$ cat src/rtl/sgmii_link_pkg.sv
// Shared types and constants for the SGMII link supervisor.
// Status-bit positions match the PCS/PMA core's status_vector layout.
package sgmii_link_pkg;

  typedef enum logic [2:0] {
    PHY_RESET = 3'd0,
    PHY_WAKE  = 3'd1,
    CONFIG    = 3'd2,
    AN_START  = 3'd3,
    AN_WAIT   = 3'd4,
    LINK_UP   = 3'd5
  } state_t;

  localparam int LINK_STATUS = 0;
  localparam int LINK_SYNC   = 1;
  localparam int PHY_LINK    = 7;
  localparam int SPEED_LO    = 10;
  localparam int DUPLEX      = 12;

  localparam logic [4:0]  CFG_VECTOR_DEF = 5'b10000;
  localparam logic [15:0] AN_ADV_DEF     = 16'h4001;

  function automatic int max_of(input int a, input int b);
    return (a > b) ? a : b;
  endfunction

  function automatic int cnt_width(input int n);
    return (n > 1) ? $clog2(n) : 1;
  endfunction

endpackage

$ cat src/rtl/sgmii_link_supervisor_if.sv
// Supervisor <-> PCS/PMA core bundle: status in, config vectors and strobes out.
// master is the supervisor side, slave is the PCS side.
interface sgmii_link_supervisor_if;

  logic [15:0] status_vector;
  logic [4:0]  configuration_vector;
  logic        configuration_valid;
  logic [15:0] an_adv_config_vector;
  logic        an_adv_config_val;
  logic        an_restart_config;

  modport master (
    input  status_vector,
    output configuration_vector,
    output configuration_valid,
    output an_adv_config_vector,
    output an_adv_config_val,
    output an_restart_config
  );

  modport slave (
    output status_vector,
    input  configuration_vector,
    input  configuration_valid,
    input  an_adv_config_vector,
    input  an_adv_config_val,
    input  an_restart_config
  );

endinterface

$ cat src/rtl/link_sup_sync.sv
// Plain 2-FF synchronizer for quasi-static status bits.
// Deliberately unreset so it maps onto dedicated sync flops.
module link_sup_sync #(
  parameter int WIDTH = 1
) (
  input  logic             clock,
  input  logic [WIDTH-1:0] d,
  output logic [WIDTH-1:0] q
);

  logic [WIDTH-1:0] meta;

  always_ff @(posedge clock) begin
    meta <= d;
    q    <= meta;
  end

endmodule

$ cat src/rtl/sgmii_link_supervisor.sv
// SGMII bring-up/upkeep sequencer: PHY reset, PCS config, AN restart,
// AN timeout retry, PHY re-reset and link-drop renegotiation.
module sgmii_link_supervisor
  import sgmii_link_pkg::*;
#(
  parameter int          RESET_CYCLES      = 1250,
  parameter int          WAKE_CYCLES       = 125000,
  parameter int          AN_TIMEOUT_CYCLES = 2000000,
  parameter int          MAX_RETRIES       = 3,
  parameter int          DROP_CYCLES       = 1250,
  parameter logic [4:0]  CFG_VECTOR        = CFG_VECTOR_DEF,
  parameter logic [15:0] AN_ADV            = AN_ADV_DEF
) (
  input  logic                    clock,
  input  logic                    reset,
  input  logic                    restart_req,
  sgmii_link_supervisor_if.master pcs,
  output logic                    phy_reset_n,
  output logic                    link_up,
  output logic [1:0]              speed,
  output logic                    full_duplex,
  output logic [7:0]              retry_count,
  output logic [2:0]              state
);

  localparam int MAXC = max_of(max_of(RESET_CYCLES, WAKE_CYCLES),
                               max_of(AN_TIMEOUT_CYCLES, DROP_CYCLES));
  localparam int CW = cnt_width(MAXC);
  localparam int AW = cnt_width(MAX_RETRIES);

  localparam logic [CW-1:0] R_LAST = CW'(RESET_CYCLES - 1);
  localparam logic [CW-1:0] W_LAST = CW'(WAKE_CYCLES - 1);
  localparam logic [CW-1:0] T_LAST = CW'(AN_TIMEOUT_CYCLES - 1);
  localparam logic [CW-1:0] D_LAST = CW'(DROP_CYCLES - 1);
  localparam logic [AW-1:0] A_LAST = AW'(MAX_RETRIES - 1);

  state_t        st;
  logic [CW-1:0] cnt;
  logic [AW-1:0] attempt;
  logic [5:0]    sync_in;
  logic [5:0]    sync_out;
  logic          link_ok;
  logic          restart_ok;
  logic          unused_status;

  assign sync_in = {
    pcs.status_vector[DUPLEX],
    pcs.status_vector[SPEED_LO+1:SPEED_LO],
    pcs.status_vector[PHY_LINK],
    pcs.status_vector[LINK_SYNC],
    pcs.status_vector[LINK_STATUS]
  };

  assign unused_status = ^{pcs.status_vector[15:13],
                           pcs.status_vector[9:8],
                           pcs.status_vector[6:2]};

  link_sup_sync #(.WIDTH(6)) u_sync (
    .clock (clock),
    .d     (sync_in),
    .q     (sync_out)
  );

  assign link_ok    = &sync_out[2:0];
  assign state      = st;
  assign restart_ok = restart_req &&
                      (st inside {CONFIG, AN_START, AN_WAIT, LINK_UP});

  always_ff @(posedge clock) begin
    if (reset) begin
      st                       <= PHY_RESET;
      cnt                      <= '0;
      attempt                  <= '0;
      phy_reset_n              <= 1'b0;
      pcs.configuration_vector <= '0;
      pcs.configuration_valid  <= 1'b0;
      pcs.an_adv_config_vector <= '0;
      pcs.an_adv_config_val    <= 1'b0;
      pcs.an_restart_config    <= 1'b0;
      link_up                  <= 1'b0;
      speed                    <= '0;
      full_duplex              <= 1'b0;
      retry_count              <= '0;
    end else begin
      pcs.configuration_valid <= 1'b0;
      pcs.an_adv_config_val   <= 1'b0;
      pcs.an_restart_config   <= 1'b0;
      // host restart pre-empts any timeout or drop in the same cycle
      if (restart_ok) begin
        st                    <= AN_START;
        cnt                   <= '0;
        pcs.an_restart_config <= 1'b1;
        link_up               <= 1'b0;
      end else begin
        unique case (st)
          PHY_RESET: begin
            if (cnt == R_LAST) begin
              st          <= PHY_WAKE;
              cnt         <= '0;
              phy_reset_n <= 1'b1;
            end else begin
              cnt <= cnt + 1'b1;
            end
          end
          PHY_WAKE: begin
            if (cnt == W_LAST) begin
              st                       <= CONFIG;
              cnt                      <= '0;
              pcs.configuration_vector <= CFG_VECTOR;
              pcs.an_adv_config_vector <= AN_ADV;
              pcs.configuration_valid  <= 1'b1;
              pcs.an_adv_config_val    <= 1'b1;
            end else begin
              cnt <= cnt + 1'b1;
            end
          end
          CONFIG: begin
            st                    <= AN_START;
            cnt                   <= '0;
            pcs.an_restart_config <= 1'b1;
          end
          AN_START: begin
            st  <= AN_WAIT;
            cnt <= '0;
          end
          AN_WAIT: begin
            if (link_ok) begin
              st          <= LINK_UP;
              cnt         <= '0;
              attempt     <= '0;
              link_up     <= 1'b1;
              speed       <= sync_out[4:3];
              full_duplex <= sync_out[5];
            end else if (cnt == T_LAST) begin
              cnt <= '0;
              if (retry_count != 8'hFF) begin
                retry_count <= retry_count + 8'd1;
              end
              // last tolerated timeout escalates to a full PHY reset
              if (attempt == A_LAST) begin
                st          <= PHY_RESET;
                attempt     <= '0;
                phy_reset_n <= 1'b0;
              end else begin
                st                    <= AN_START;
                attempt               <= attempt + 1'b1;
                pcs.an_restart_config <= 1'b1;
              end
            end else begin
              cnt <= cnt + 1'b1;
            end
          end
          LINK_UP: begin
            if (link_ok) begin
              cnt <= '0;
            end else if (cnt == D_LAST) begin
              st                    <= AN_START;
              cnt                   <= '0;
              link_up               <= 1'b0;
              pcs.an_restart_config <= 1'b1;
            end else begin
              cnt <= cnt + 1'b1;
            end
          end
          default: begin
            st          <= PHY_RESET;
            cnt         <= '0;
            phy_reset_n <= 1'b0;
            link_up     <= 1'b0;
          end
        endcase
      end
    end
  end

endmodule
$ cat src/flat_wrapper.sv
// flat-port wrapper written by rule: the top's interface ports become plain ports
module sgmii_link_supervisor_flat import sgmii_link_pkg::*;
#(
  parameter int          RESET_CYCLES      = 1250,
  parameter int          WAKE_CYCLES       = 125000,
  parameter int          AN_TIMEOUT_CYCLES = 2000000,
  parameter int          MAX_RETRIES       = 3,
  parameter int          DROP_CYCLES       = 1250,
  parameter logic [4:0]  CFG_VECTOR        = CFG_VECTOR_DEF,
  parameter logic [15:0] AN_ADV            = AN_ADV_DEF
)
  (clock, reset, restart_req, phy_reset_n, link_up, speed, full_duplex, retry_count, state, pcs_status_vector, pcs_configuration_vector, pcs_configuration_valid, pcs_an_adv_config_vector, pcs_an_adv_config_val, pcs_an_restart_config);
  sgmii_link_supervisor_if pcs_i ();
  input  logic clock;
  input  logic reset;
  input  logic restart_req;
  output logic phy_reset_n;
  output logic link_up;
  output logic [1:0] speed;
  output logic full_duplex;
  output logic [7:0] retry_count;
  output logic [2:0] state;
  input wire logic [$bits(pcs_i.status_vector)-1:0] pcs_status_vector;
  output wire logic [$bits(pcs_i.configuration_vector)-1:0] pcs_configuration_vector;
  output wire logic [$bits(pcs_i.configuration_valid)-1:0] pcs_configuration_valid;
  output wire logic [$bits(pcs_i.an_adv_config_vector)-1:0] pcs_an_adv_config_vector;
  output wire logic [$bits(pcs_i.an_adv_config_val)-1:0] pcs_an_adv_config_val;
  output wire logic [$bits(pcs_i.an_restart_config)-1:0] pcs_an_restart_config;
  assign pcs_i.status_vector = pcs_status_vector;
  assign pcs_configuration_vector = pcs_i.configuration_vector;
  assign pcs_configuration_valid = pcs_i.configuration_valid;
  assign pcs_an_adv_config_vector = pcs_i.an_adv_config_vector;
  assign pcs_an_adv_config_val = pcs_i.an_adv_config_val;
  assign pcs_an_restart_config = pcs_i.an_restart_config;
  sgmii_link_supervisor #(.RESET_CYCLES(RESET_CYCLES), .WAKE_CYCLES(WAKE_CYCLES), .AN_TIMEOUT_CYCLES(AN_TIMEOUT_CYCLES), .MAX_RETRIES(MAX_RETRIES), .DROP_CYCLES(DROP_CYCLES), .CFG_VECTOR(CFG_VECTOR), .AN_ADV(AN_ADV)) u_core (.clock(clock), .reset(reset), .restart_req(restart_req), .pcs(pcs_i), .phy_reset_n(phy_reset_n), .link_up(link_up), .speed(speed), .full_duplex(full_duplex), .retry_count(retry_count), .state(state));
endmodule
$ cat config.mk
export PLATFORM = sky130hd
export DESIGN_NAME = sgmii_link_supervisor_flat
export DESIGN_NICKNAME = d
export VERILOG_FILES = /design/src/rtl/sgmii_link_pkg.sv /design/src/rtl/sgmii_link_supervisor_if.sv /design/src/rtl/link_sup_sync.sv /design/src/rtl/sgmii_link_supervisor.sv /design/src/flat_wrapper.sv
export SDC_FILE = /design/constraint.sdc
export NUM_CORES = 1
export LEC_CHECK = 0
export CORE_MARGIN = 4
export CORE_UTILIZATION = 51
export CTS_BUF_LIST = sky130_fd_sc_hd__clkbuf_4 sky130_fd_sc_hd__clkbuf_8
export DETAILED_ROUTE_END_ITERATION = 8
export GPL_ROUTABILITY_DRIVEN = 0
export PLACE_DENSITY = 0.82
export SLEW_MARGIN = 25
export SYNTH_ARGS = -nofsm -noshare
export SYNTH_HDL_FRONTEND = slang
export SYNTH_SLANG_ARGS = --single-unit
$ cat constraint.sdc
create_clock -name clock -period 2.6 [get_ports clock]
set_input_delay 0.26 -clock clock [delete_from_list [all_inputs] [get_ports clock]]
set_output_delay 0.26 -clock clock [all_outputs]
set_load 0.1 [all_outputs]
==> results of run 1 <==
-- where the power goes --
part	internal, mW	switching [mW]	total (mW)
Sequential	0.876	0.0694	0.946
Clock	0.202	0.293	0.495
Combinational	0.201	0.519	0.720
-- through the flow --
| stage | cell area (sq um) | utilization (%) |
|---|---|---|
| after floorplan | 2530 | - |
| after global placement | 2710 | 57.8 |
| after detailed placement | 2710 | 57.8 |
| after CTS | 2810 | 59.9 |
| after global routing | 2810 | 59.9 |
| final | 2810 | 59.9 |
-- final timing paths --
kind	slack, ns	endpoint	from	cells after the start
worst max-delay path	0.13	u_core.state[1]	u_core.cnt[13]	6
worst min-delay path	0.34	u_core.u_sync.q[3]	u_core.u_sync.meta[3]	0
worst max register to register	0.13	u_core.state[1]	u_core.cnt[13]	6
worst min register to register	0.34	u_core.u_sync.q[3]	u_core.u_sync.meta[3]	0
-- metal layers --
layer  up-vias  part of all wire, %  GRT usage (%)
li1       1001                    -              -
met1       891                   46           18.5
met2        63                   47           26.2
met3         4                  6.1           3.83
met4         0                  1.0           6.23
met5         -                    0              0
-- worst register-to-register path, stage by stage (launching register included) --
cell and delay, ns:
dfxtp_1 0.36, or4b_4 0.55, or4_4 0.56, nor3_2 0.15, nor3_1 0.12, or4_1 0.53, a21oi_1 0.14
-- layout by cell type (no fill, tap or decap), drive strengths merged, types with 3 or more instances in the layout --
cell type,instances
xnor2,9
conb,18
dfxtp,54
xor2,17
and2,6
nand3,16
and3,10
o21ai,4
nand4,8
nor4,3
a31oi,5
nor2,39
ha,3
nor3,11
nand2b,6
nand2,25
inv,8
clkbuf,5
a21oi,14
clkdlybuf4s50,8
buf,28
-- cell type report --
type	count	share of cell area [%]
repair buffers	36	10.8
inverters	6	0.801
clock buffers	5	2.45
well taps	54	2.40
clock inverters	3	1.02
flip-flops and latches	54	38.5
multi-input cells	214	44.1
-- registers in the layout (all words and copies together), names as in the netlist --
signal and flops:
u_core.attempt 2, u_core.cnt 21, u_core.full_duplex 1, u_core.link_up 1, u_core.pcs.an_adv_config_val 1, u_core.pcs.an_adv_config_vector 1
u_core.pcs.an_restart_config 1, u_core.phy_reset_n 1, u_core.retry_count 8, u_core.speed 2, u_core.state 3, u_core.u_sync.meta 6
u_core.u_sync.q 6
-- logic make-up after synthesis --
kind of cell	after synthesis
AND/OR/NAND/NOR	136
AO/OA/AOI/OAI	31
flip-flops	54
buffers and inverters	35
other	1
XOR/XNOR	26
adder cells (fa/ha/maj)	3
==> flow_metrics.py, run 1 <==
metrics = {
    "sta": {
        "clock_skew_ns": 0.00750,
        "tns_ns": 0,
        "worst_slew_pin_slew_ns": 0.591,
        "post-route-period-util_pct": 95.1,
        "max_freq_ghz": 0.405,
        "whs_ns": 0.336,
        "hold_viol": 0,
        "setup_viol": 0,
        "rsz0062_at_grt": "no",
        "drv_slew": 0,
        "fin_ws_ns": 0.128,
        "relSlewSlack_pct": 60.4,
        "finalCriticalPeriod_ns": 2.47,
    },
    "yosys": {
        "synth_top_area_share_pct": 43.9,
        "synth_top_family_by_area": "simple AND/OR/NAND/NOR gates",
        "ys_async_sr_fraction_pct": 0,
        "synth_ff_type": "dfxtp_1",
        "synth_cells": 286,
        "synth_largest_area_cell": "dfxtp_1",
        "synthSimpleGateAreaFrac_pct": 28.9,
        "synth_edf_count": 0,
        "yosysSeqAreaShare_pct": 43.9,
        "ys_seq_elements": 54,
        "yosys.area_share.xor_xnor_pct": 9.24,
        "synth_area_sq_um": 2460,
        "ys_top_cells_by_count": "dfxtp_1 (54), nor2_1 (39), nand2_1 (25), buf_4 (21), xor2_1 (17)",
        "yosysMostFrequentCell": "dfxtp_1",
        "synth-compound-area-share_pct": 7.66,
        "ys_top_cells_by_area": "dfxtp_1 (44%), buf_4 (6.4%), xor2_1 (6.0%)",
        "synthAdderAreaFrac_pct": 1.52,
        "ys_warn_count": 0,
        "avgSynthCellArea_sq_um": 8.62,
        "synth_cell_type_count": 41,
        "muxShareOfSynthArea_pct": 0,
    },
    "clock_tree": {
        "cts_setup_buffers": 0,
        "tritoncts": "built",
        "cts_hold_buf": 0,
        "cts_buffers": 5,
        "worstSkewPairLatency_ns": 0.31,
        "clock_sinks": 54,
        "cts_root_buf": "clkbuf_8",
        "cts_max_path_buffers": 2,
        "clkTransAtPathRegs_ns": 0.10,
        "h-tree-depth": 2,
        "ctsResizeCount": 0,
    },
    "cells_and_area": {
        "instances_no_fill": 372,
        "layout.nets": 339,
        "regArea_sq_um": 1080,
        "multiInputGateArea_sq_um": 1240,
        "diodes": 0,
        "area_delta_synth_final_pct": 14.1,
        "drive_gt1_share_pct": 13.5,
        "fillers": 387,
    },
    "placed_design": {
        "post-place-ws_ns": 0.158,
        "dp.cells": 364,
        "io_buffers": 30,
        "hpwlAfterDp_mm": 3.29,
    },
    "critical_path": {
        "worstSetupPathType": "reg -> reg",
        "end_kind": "flip-flop",
        "worstPathMaxFanout": 4,
        "slowest_stage": "or4_4",
        "cp_cell_sequence": "or4b_4 -> or4_4 -> nor3_2 -> nor3_1 -> or4_1 -> a21oi_1",
        "max_stage_delay_ns": 0.56,
        "path_delay_family": "simple AND/OR/NAND/NOR gates",
        "startpoint_type": "flip-flop",
        "crit_arrival_ns": 2.72,
        "path_buf_inv": 0,
        "cp.required_ns": 2.85,
    },
    "power_and_ir_drop": {
        "power_mw": 2.16,
        "powerDensity_nw_per_um2": 768,
        "vdd_drop_max_mv": 0.335,
        "leakage_nw": 1.08,
    },
    "drt": {
        "ant_nets": 0,
        "firstDrtPassIters": 4,
        "drt_iter0_markers": 121,
        "drc": 0,
        "drt-total-wl_mm": 4.46,
        "vias_per_cell": 5.27,
        "via_count": 1959,
        "wl_per_cell_um": 12.0,
    },
    "job": {
        "cap_violations": 0,
    },
    "floorplan": {
        "io_pins": 59,
        "row_count": 25,
        "die_h_um": 77.5,
        "dieArea_sq_um": 6010,
        "die_w_um": 77.5,
        "core-area_sq_um": 4690,
        "start_util_pct": 52.5,
    },
    "global_route": {
        "antenna_found_initial": 0,
        "track_usage_pct": 15.4,
        "grt_max_degree": 22,
        "grt_overflow": 0,
        "grt_pass1_vias": 1743,
        "grt_pass1_wl_mm": 7.58,
    },
    "run_status": {
        "outcome": "completed",
    },
    "worst_hold_path": {
        "min-delay-path-class": "reg -> reg",
    },
}
Note: power is estimated with default switching activity, not from simulation.
==> run 2, diff against run 1 <==
--- a/config.mk
+++ b/config.mk
@@ -5,6 +5,7 @@
 export SDC_FILE = /design/constraint.sdc
 export NUM_CORES = 1
 export LEC_CHECK = 0
+export CAP_MARGIN = 20
 export CORE_MARGIN = 4
 export CORE_UTILIZATION = 51
 export CTS_BUF_LIST = sky130_fd_sc_hd__clkbuf_4 sky130_fd_sc_hd__clkbuf_8
==> results of run 2 <==
Final layout, timing and power as in run 1 (identical DEF).
==> run 3, diff against run 2 <==
--- a/config.mk
+++ b/config.mk
@@ -6,7 +6,7 @@
 export NUM_CORES = 1
 export LEC_CHECK = 0
 export CAP_MARGIN = 20
-export CORE_MARGIN = 4
+export CORE_MARGIN = 5
 export CORE_UTILIZATION = 51
 export CTS_BUF_LIST = sky130_fd_sc_hd__clkbuf_4 sky130_fd_sc_hd__clkbuf_8
 export DETAILED_ROUTE_END_ITERATION = 8
==> run 3 against run 2 <==
Sequential cell count did not move. Global-route usage fell by 0.29 points. Total power fell by 0.74%. Register-to-register slack got worse by 0.02 ns. Combinational power fell by 2%. Clock skew fell by 0.0029 ns. Wire length rose by 0.27%. Clock power barely moved. Non-clock buffer count rose by 1. Sequential share of layout area fell by 0.15 points. Critical endpoint unchanged. Largest cell class unchanged. Highest routed layer unchanged.
==> flow_metrics.py, run 3 (synthesis gave the netlist of run 1 again) <==
metrics = {
    "cells_and_area": {
        "fillers": 406,
        "layout_common_cells": "dfxtp_1 (54), nor2_1 (39), buf_4 (29)",
        "top_regs": "u_core.cnt (21), u_core.retry_count (8)",
        "top_register": "u_core.cnt",
        "final_common_cell": "dfxtp_1",
        "final_core_util_pct": 59.8,
        "drive_gt1_share_pct": 13.8,
        "largest_reg_flops": 21,
        "area_delta_synth_final_pct": 14.5,
        "layout.nets": 340,
        "instances_no_fill": 386,
        "diodes": 0,
    },
    "global_route": {
        "track_usage_pct": 15.1,
        "grt_max_degree": 23,
        "antenna_found_initial": 0,
        "grt_pass1_vias": 1744,
        "grt_pass1_wl_mm": 7.58,
        "grt_overflow": 0,
    },
    "placed_design": {
        "dp.cells": 378,
        "io_buffers": 30,
        "hpwlAfterDp_mm": 3.37,
    },
    "run_status": {
        "outcome": "completed",
    },
    "sta": {
        "post-route-period-util_pct": 96.0,
        "drv_slew": 0,
        "hold_viol": 0,
        "tns_ns": 0,
        "max_freq_ghz": 0.401,
        "clock_skew_ns": 0.00462,
        "worst_slew_pin_slew_ns": 0.589,
        "finalCriticalPeriod_ns": 2.50,
        "setup_viol": 0,
        "relSlewSlack_pct": 60.5,
        "rsz0062_at_grt": "no",
    },
    "critical_path": {
        "worstSetupPathType": "reg -> reg",
        "crit_arrival_ns": 2.75,
        "end_kind": "flip-flop",
        "max_stage_delay_ns": 0.56,
        "cp_cell_sequence": "or4b_4 -> or4_4 -> nor3_2 -> nor3_1 -> or4_1 -> a21oi_1",
        "path_delay_family": "simple AND/OR/NAND/NOR gates",
        "r2r_setup_slack_ns": 0.10,
        "worstPathMaxFanout": 4,
        "path_buf_inv": 0,
        "cp.required_ns": 2.86,
        "startpoint_type": "flip-flop",
        "slowest_stage": "or4_4",
    },
    "drt": {
        "drt-total-wl_mm": 4.47,
        "ant_nets": 0,
        "vias_per_cell": 5.10,
        "drc": 0,
        "via_count": 1967,
        "drt_iter0_markers": 99,
        "firstDrtPassIters": 4,
        "wl_per_cell_um": 11.6,
    },
    "clock_tree": {
        "cts_max_path_buffers": 2,
        "cts_hold_buf": 0,
        "tritoncts": "built",
        "cts_root_buf": "clkbuf_8",
        "cts_buffers": 5,
        "ctsResizeCount": 0,
        "clkTransAtPathRegs_ns": 0.10,
        "cts_setup_buffers": 0,
        "h-tree-depth": 2,
        "clock_sinks": 54,
        "worstSkewPairLatency_ns": 0.32,
    },
    "power_and_ir_drop": {
        "powerDensity_nw_per_um2": 760,
        "vdd_drop_max_mv": 0.331,
        "power_mw": 2.14,
        "leakage_nw": 1.08,
    },
    "floorplan": {
        "core-area_sq_um": 4720,
        "die_h_um": 79.5,
        "die_w_um": 79.5,
        "dieArea_sq_um": 6320,
        "row_count": 25,
        "start_util_pct": 52.2,
        "io_pins": 59,
    },
    "job": {
        "cap_violations": 0,
    },
    "worst_hold_path": {
        "min-delay-path-class": "reg -> reg",
    },
}
run 3: layer usage:
metal / wire, um / global-route usage (%) / part of all wire, %
met2: 2080 / 25.3 / 47
met1: 2020 / 18.1 / 45
met5: 0 / 0 / 0
met4: 83 / 7.22 / 1.9
met3: 283 / 3.61 / 6.3
run 3: final timing paths:
| check | from | end | cells past startpoint |
|---|---|---|---|
| setup / recovery | u_core.cnt[13] | u_core.state[1] | 6 |
| hold / removal | u_core.u_sync.meta[0] | u_core.u_sync.q[0] | 0 |
| setup reg to reg | u_core.cnt[13] | u_core.state[1] | 6 |
| hold reg to reg | u_core.u_sync.meta[0] | u_core.u_sync.q[0] | 0 |
run 3: power by group:
part           internal (mW)  switching (mW)
Combinational          0.189           0.516
Clock                  0.202           0.294
Sequential             0.876          0.0673
Total                   1.27           0.877
run 3: final cells by class:
cell class / count / area [sq um] / share of cell area (%)
Multi-Input combinational cell: 214 / 1240 / 43.9
Sequential cell: 54 / 1080 / 38.3
Timing Repair Buffer: 37 / 298 / 10.5
Tap cell: 67 / 83.8 / 2.97
Clock buffer: 5 / 68.8 / 2.44
Clock inverter: 3 / 28.8 / 1.02
Inverter: 6 / 22.5 / 0.798
run 3: per-stage QoR:
stage               hold WS (ns)  setup slack [ns]  cell area (sq um)
global route               0.343           0.00566               2820
floorplan                  0.288             0.164               2530
detailed placement         0.312             0.140               2730
global placement           0.311             0.172               2730
CTS                        0.337             0.105               2820
finish                     0.336             0.105               2820
